===== config.mk =====
export PLATFORM = sky130hd
export DESIGN_NAME = i2c_packet_arbiter
export DESIGN_NICKNAME = d
export VERILOG_FILES = /design/src/rtl/i2c_packet_arbiter.sv
export SDC_FILE = /design/constraint.sdc
export NUM_CORES = 1
export LEC_CHECK = 0
export CORE_ASPECT_RATIO = 1.4
export CORE_UTILIZATION = 60
export CTS_CLUSTER_SIZE = 40
export DETAILED_ROUTE_END_ITERATION = 12
export PLACE_DENSITY = 0.92
export SYNTH_ARGS = -nofsm -noshare
export SYNTH_HDL_FRONTEND = slang
export SYNTH_SLANG_ARGS = --single-unit
export TNS_END_PERCENT = 30

===== constraint.sdc =====
create_clock -name clk -period 7.1 [get_ports clk]
set_clock_uncertainty 0.05 [all_clocks]
set_input_delay 0.71 -clock clk [delete_from_list [all_inputs] [get_ports clk]]
set_output_delay 0.71 -clock clk [all_outputs]
set_load 0.02 [all_outputs]

===== src/rtl/i2c_packet_arbiter.sv =====
`default_nettype none
// ============================================================================
// Module      : i2c_packet_arbiter
// Description : Round-robin sharing of the I2C byte master between the ball
//               handoff packet and the score/game-over packet, with NACK
//               retry and completion timeout.
// Revision    : 1.0 - initial release
// ============================================================================
module i2c_packet_arbiter #(
    parameter logic [6:0] SLAVE_ADDR  = 7'h42,
    parameter int         MAX_RETRY   = 2,
    parameter int         TIMEOUT_CYC = 200000
) (
    input  logic       clk,
    input  logic       reset,
    input  logic       ball_req,
    input  logic [9:0] ball_y,
    input  logic [7:0] ball_vy,
    input  logic       score_req,
    input  logic [7:0] score,
    input  logic       game_over,
    output logic       ball_ack,
    output logic       score_ack,
    output logic       drop_err,
    output logic       is_transfer,
    output logic [6:0] m_addr,
    output logic [7:0] m_tx_data,
    output logic       m_tx_valid,
    output logic       m_tx_last,
    input  logic       m_tx_ready,
    input  logic       m_done,
    input  logic       m_nack
);

    localparam int TO_W  = $clog2(TIMEOUT_CYC + 1);
    localparam int TMR_W = (TO_W > 4) ? TO_W : 4;
    localparam int RTY_W = (MAX_RETRY > 0) ? $clog2(MAX_RETRY + 1) : 1;
    localparam logic [TMR_W-1:0] TO_LAST  = TMR_W'(TIMEOUT_CYC - 1);
    localparam logic [TMR_W-1:0] GAP_LAST = TMR_W'(15);
    localparam logic [TMR_W-1:0] TMR_ONE  = TMR_W'(1);
    localparam logic [RTY_W-1:0] RTY_MAX  = RTY_W'(MAX_RETRY);
    localparam logic [RTY_W-1:0] RTY_ONE  = RTY_W'(1);

    typedef enum logic [2:0] {
        IDLE      = 3'd0,
        LOAD      = 3'd1,
        SEND      = 3'd2,
        WAIT_DONE = 3'd3,
        RETRY     = 3'd4,
        ACK       = 3'd5,
        DROP      = 3'd6
    } state_t;

    state_t state, state_nx;

    logic             ball_pend, score_pend;
    logic [9:0]       ball_y_snap;
    logic [7:0]       ball_vy_snap;
    logic [7:0]       score_snap;
    logic             go_snap;
    logic             last_ball;
    logic             cur_ball, cur_ball_nx;
    logic [3:0][7:0]  frame, frame_nx;
    logic [1:0]       idx, idx_nx;
    logic [TMR_W-1:0] timer;
    logic [RTY_W-1:0] retries;

    logic       grant_ball;
    logic       both_pend;
    logic       load_now;
    logic       retry_ok;
    logic [1:0] last_idx;

    assign m_addr     = SLAVE_ADDR;
    assign both_pend  = ball_pend & score_pend;
    // last_ball only tracks contested grants, so an uncontested frame does
    // not shift priority for the next simultaneous pair.
    assign grant_ball = ball_pend & (~score_pend | ~last_ball);
    assign load_now   = (state == LOAD);
    assign retry_ok   = (retries < RTY_MAX);
    assign last_idx   = cur_ball ? 2'd3 : 2'd2;

    always_comb begin
        state_nx    = state;
        frame_nx    = frame;
        idx_nx      = idx;
        cur_ball_nx = cur_ball;
        case (state)
            IDLE: begin
                if (ball_pend | score_pend) state_nx = LOAD;
            end
            LOAD: begin
                state_nx    = SEND;
                cur_ball_nx = grant_ball;
                idx_nx      = 2'd0;
                if (grant_ball)
                    frame_nx = {ball_vy_snap, ball_y_snap[7:0],
                                {6'b0, ball_y_snap[9:8]}, 8'hB1};
                else
                    frame_nx = {8'h00, {7'b0, go_snap}, score_snap, 8'h5C};
            end
            SEND: begin
                if (m_nack) begin
                    state_nx = retry_ok ? RETRY : DROP;
                    idx_nx   = 2'd0;
                end else if (m_tx_ready) begin
                    idx_nx = idx + 2'd1;
                    if (idx == last_idx) state_nx = WAIT_DONE;
                end
            end
            WAIT_DONE: begin
                if (m_nack) begin
                    state_nx = retry_ok ? RETRY : DROP;
                    idx_nx   = 2'd0;
                end else if (m_done) begin
                    state_nx = ACK;
                end else if (timer == TO_LAST) begin
                    state_nx = DROP;
                end
            end
            RETRY: begin
                if (timer == GAP_LAST) state_nx = SEND;
            end
            ACK:     state_nx = IDLE;
            DROP:    state_nx = IDLE;
            default: state_nx = IDLE;
        endcase
    end

    always_ff @(posedge clk or negedge reset) begin
        if (!reset) state <= IDLE;
        else        state <= state_nx;
    end

    always_ff @(posedge clk or negedge reset) begin
        if (!reset) begin
            ball_pend    <= 1'b0;
            score_pend   <= 1'b0;
            ball_y_snap  <= '0;
            ball_vy_snap <= '0;
            score_snap   <= '0;
            go_snap      <= 1'b0;
            last_ball    <= 1'b0;
            cur_ball     <= 1'b0;
            frame        <= '0;
            idx          <= '0;
            timer        <= '0;
            retries      <= '0;
            ball_ack     <= 1'b0;
            score_ack    <= 1'b0;
            drop_err     <= 1'b0;
            is_transfer  <= 1'b0;
            m_tx_data    <= '0;
            m_tx_valid   <= 1'b0;
            m_tx_last    <= 1'b0;
        end else begin
            if (ball_req) begin
                ball_y_snap  <= ball_y;
                ball_vy_snap <= ball_vy;
            end
            if (score_req) begin
                score_snap <= score;
                go_snap    <= game_over;
            end
            ball_pend  <= ball_req  | (ball_pend  & ~(load_now &  grant_ball));
            score_pend <= score_req | (score_pend & ~(load_now & ~grant_ball));
            if (load_now & both_pend) last_ball <= grant_ball;

            frame    <= frame_nx;
            idx      <= idx_nx;
            cur_ball <= cur_ball_nx;

            // One counter serves both the retry gap and the completion timeout.
            if (state_nx != state)
                timer <= '0;
            else if (state == WAIT_DONE || state == RETRY)
                timer <= timer + TMR_ONE;

            if (state_nx == RETRY && state != RETRY)
                retries <= retries + RTY_ONE;
            else if (state == ACK || state == DROP)
                retries <= '0;

            m_tx_valid  <= (state_nx == SEND);
            m_tx_data   <= (state_nx == SEND) ? frame_nx[idx_nx] : 8'h00;
            m_tx_last   <= (state_nx == SEND) &&
                           (idx_nx == (cur_ball_nx ? 2'd3 : 2'd2));
            ball_ack    <= (state_nx == ACK) &&  cur_ball_nx;
            score_ack   <= (state_nx == ACK) && !cur_ball_nx;
            drop_err    <= (state_nx == DROP);
            is_transfer <= (state_nx != IDLE);
        end
    end

endmodule
`default_nettype wire

After elaboration in Yosys (flattened, before gate mapping)
Cells that the tools add are included. W data, S select, Z words.

Input port bits: 34. Word-level logic and storage cells: 97. Register bits: 102.

Order comparisons: 2. Bitwise logic cells: 16. Multiplexer cells: 26. Reductions and logical operators: 11. Add/subtract/negate cells: 3. Eq/ne operators: 16.

Operators by type and width (count): $mux W32 (2); $mux W18 (2); $mux W3 (8); $add A18 B1 Y18 const B (1); $eq A18 B18 Y1 const B (1); $eq A18 B4 Y1 const B (1); $eq A3 B3 Y1 const B (6); $bmux W8 S2 (1); $mux W8 (2); $pmux W3 S5 (1); $mux W2 (6); $eq A3 B2 Y1 const B (3); $and A1 B1 Y1 (7); $pmux W2 S3 (1); $not A1 Y1 (5); $add A2 B1 Y2 const B (2); $eq A2 B2 Y1 (2); $logic_and A1 B1 Y1 (4); $or A1 B1 Y1 (4); $reduce_bool A2 Y1 (2); $eq A3 B1 Y1 const B (1); $logic_not A3 Y1 (1); $lt A2 B3 Y1 const B (1); $mux W1 (3); 6 further kinds (7).

Depth between registers and ports, before layout
Word-level depth: 9. Gate-level depth with buffers: 8. Mapped depth without buffers: 6.

Worst setup path after synthesis
Ideal clock, no wire load.

Path kind: in2reg. Start: input m_tx_ready. End: register m_tx_data[0]. Cell stages on the path: 7. Path buffers: 1. Data arrival time: 2.329 ns. Library setup time: 0.111 ns. Path slack: 4.610 ns. Cells stage by stage: nor4bb_1 -> o311a_1 -> buf_2 -> nor2_1 -> inv_2 -> mux2i_1 -> a2111oi_2.

Word-level cells in the longest chain between the ends: 6. Elaborated cells on any way between the ends: 10. Those cells by class: eq/ne: 1; mux: 9.

Ends and longest elaborated chain: start, declared (RTL line 30) `input logic m_tx_ready,`; $mux W2 (RTL line 106) `end else if (m_tx_ready) begin`; $mux W2 (RTL line 103) `if (m_nack) begin`; $pmux W2 S3 (RTL line 88) `case (state)`; via idx_nx[0] (RTL line 64) `logic [1:0] idx, idx_nx;`; $bmux W8 S2 (RTL line 185) `m_tx_data <= (state_nx == SEND) ? frame_nx[idx_nx] : 8'h00;`; $mux W8 (implied by the code) (RTL line 185); $mux W8 (RTL line 185); end signal, assigned (RTL line 185); end, declared (RTL line 27) `output logic [7:0] m_tx_data,`.

The timed path passes the listed nets, and every way through them passes these cells. The select of a mux whose other input is x is not followed. A chain may end at the register's enable or synchronous reset.

==> metrics.txt <==
full die area=8070 um^2; number of global-route vias before repair=3,498; Pwr Total=0.00198 W; CTS resizes=0; count leader, synth=dfrtp_1; fmax=0.306 GHz; max-cap viol count=0; Fill cells=516; crit share post-route=46.1%; Placer Congestion=0.876; Most used DFF post-synth=dfrtp_1; largest net degree at the start of global routing=between 70 and 80; end-of-flow core utilization=~72%; status=complete, no violations; DR vias/cell=6.22; ranking of synthesized cells by area=dfrtp_1, mux2_2, o211ai_1, nor2_1, xnor2_1; warnings from Yosys=0; Num Clock Sinks=between 100 and 150; final instance area=5330 um^2; unrepaired setup endpoints after global routing=no; initial DRC count=approximately 330; Inserted Clock Buffers=9; number of diodes=0; Crit Path Class=flop to flop; Yosys reg bits=~100; Worst setup startpoint=state[0]; Mapped Avg Cell Area=11.2 um^2; leakage=approximately 2.3 nW; worst hold path type=primary input to async pin; min cycle time layout=3.27 ns; synthesized-area fraction occupied by and/or/nand/nor cells=15.1%; ys async rst share=100%; share of the synthesized area in the top cell type=55.2%; worst vdd ir=about 0.29 mV; root buf cell=clkbuf_8; Setup Buffers After CTS=0; relative slew slack=24.2%; critical path endpoint category=flop; Synth cell types=a little over 60; HPWL after DPL=7020 um; initial antenna violation count=0; Post-CTS Hold Buffers=0; Routed WL=~10,000 um; area occupied by multi-input gates=around 1900 um^2; synthesized cell area=around 4600 um^2; routed wl met3=578 um; Setup crit start kind=flop; Die Y=106 um; layout cells sized above 1=13.1%; Die Width=roughly 76 um; Cell Pwr Density=372 nW/um^2; Synth Area in Compound Gates=13.9%; area post-placement=roughly 5100 um^2; Synth Area in Adders=0.270%; biggest area consumer among synthesized cells=dfrtp_1; register area share after synthesis=55.2%; Worst Path Required=about 7.3 ns; crit path DAT=around 3.5 ns; routed len/inst=18.2 um; port bufs=47; std cell rows=37; CTS max path bufs=2; EDFF count, synth=0; Post-Synth XOR/XNOR Area=3.98%; gr usage total=between 20% and 30%; worst reg2reg startpoint=state[0]; Post-Syn Instances=414; initial core utilization=between 60% and 70%; area grow syn2layout=15.1%; Clock Latency Late Sink=between 0.3 and 0.4 ns; synth cell count leaders=dfrtp_1, nor2_1, nand2_1; Slew Viols, Final=0; vias=3,459; setup TNS=0 ns; Register Area=2550 um^2; endpoints failing setup=0; post-route ant nets=0; H-tree depth=3; mux share of post-synthesis cell area=7.44%; Final Hold Vio Count=0; Core Box Area=about 7400 um^2; critical-path maximum fanout=33; Hold WS=0.196 ns; largest family of logic cells by synthesized area=simple AND/OR/NAND/NOR gates; met2 WL=around 5400 um; Ports=55; clock transition at the registers of the reported paths=0.10 ns; TritonRoute pass-1 iters=5; DRT met1 WL=3910 um; layout net count=489; first-pass GRT wire length=17,000 um; gr ovfl total=0; Worst Tran Pin Value=1.12 ns; # DRC=0; CTS tree=built; top routing layer in use=met4
worst paths after layout:
kind,to,slack (ns),cells past startpoint
worst max-delay path,m_tx_data[1],3.83,5
worst min-delay path,timer[2],0.20,1
worst max register to register,m_tx_data[1],3.83,5
worst min register to register,frame[20],0.43,2
max in group asynchronous,m_tx_valid,5.62,2
min in group clk,frame[20],0.43,2
worst max-delay path, cell delays in order (launching register included):
cell and delay, ns:
dfrtp_1 0.65, or3b_2 0.81, nor2_1 0.86, a22o_1 0.28
mux2i_1 0.12, a2111oi_2 0.39
through the flow:
| stage | worst slack [ns] | instances |
|---|---|---|
| floorplan | 4.61 | 419 |
| global route | 3.63 | 556 |
| global placement | 3.93 | 540 |
| finish | 3.83 | 556 |
| CTS | 3.92 | 556 |
| detailed placement | 3.74 | 540 |
cells by family (layout without fill, tap and decap cells):
family,Yosys count,after routing
flops,102,102
other cells,2,7
simple gates,138,138
xor+xnor,21,21
buf+inv,37,77
fa+ha+maj,1,1
mux,31,31
compound gates,82,82
cells in the final DEF, fill, tap and decap left out, types with 3 or more instances in the layout:
master / synthesis / final
nand3_1: 17 / 17
clkdlybuf4s50_1: 0 / 46
buf_4: 8 / 3
xnor2_1: 17 / 17
a21oi_1: 7 / 7
xor2_1: 4 / 4
nand4_1: 3 / 3
dfrtp_1: 102 / 102
nand2b_1: 3 / 3
o21ai_0: 5 / 5
nor2_1: 41 / 41
clkbuf_8: 0 / 10
inv_1: 11 / 11
a22o_1: 16 / 16
mux2_2: 27 / 27
nor3_1: 10 / 10
conb_1: 2 / 7
o211ai_1: 21 / 21
mux2i_1: 4 / 4
nor2b_1: 5 / 5
nor4_1: 4 / 4
inv_6: 0 / 3
nand2_1: 32 / 32
a211oi_1: 10 / 10
power by group:
group | leakage, nW | internal [W] | switching, W
Sequential | 1.29 | 0.000715 | 0.0000910
Clock | 0.106 | 0.000179 | 0.000208
Combinational | 0.881 | 0.000298 | 0.000491
per-layer routing:
metal / track usage (%) / vias up
met5: 0 / -
met4: 11.3 / 0
met3: 5.24 / 29
met2: 48.5 / 165
met1: 32.5 / 1721
li1: - / 1544
area by class of cell:
type	instances	share of cell area, %
clock inverter	6	1.41
tap	97	2.28
inverter	12	0.846
clock buffer	10	2.58
sequential	102	47.9
multi-input combinational	280	35.9
timing repair buffer	49	9.07
flip-flops by register name, summed over array words and instances (netlist names), 2 cells and up:
register and flops:
frame 32, state 3, ball_vy_snap 8, retries 2, timer 18, m_tx_data 8, ball_y_snap 10, score_snap 8
idx 2
No activity file was read; power rests on OpenSTA's default activity.
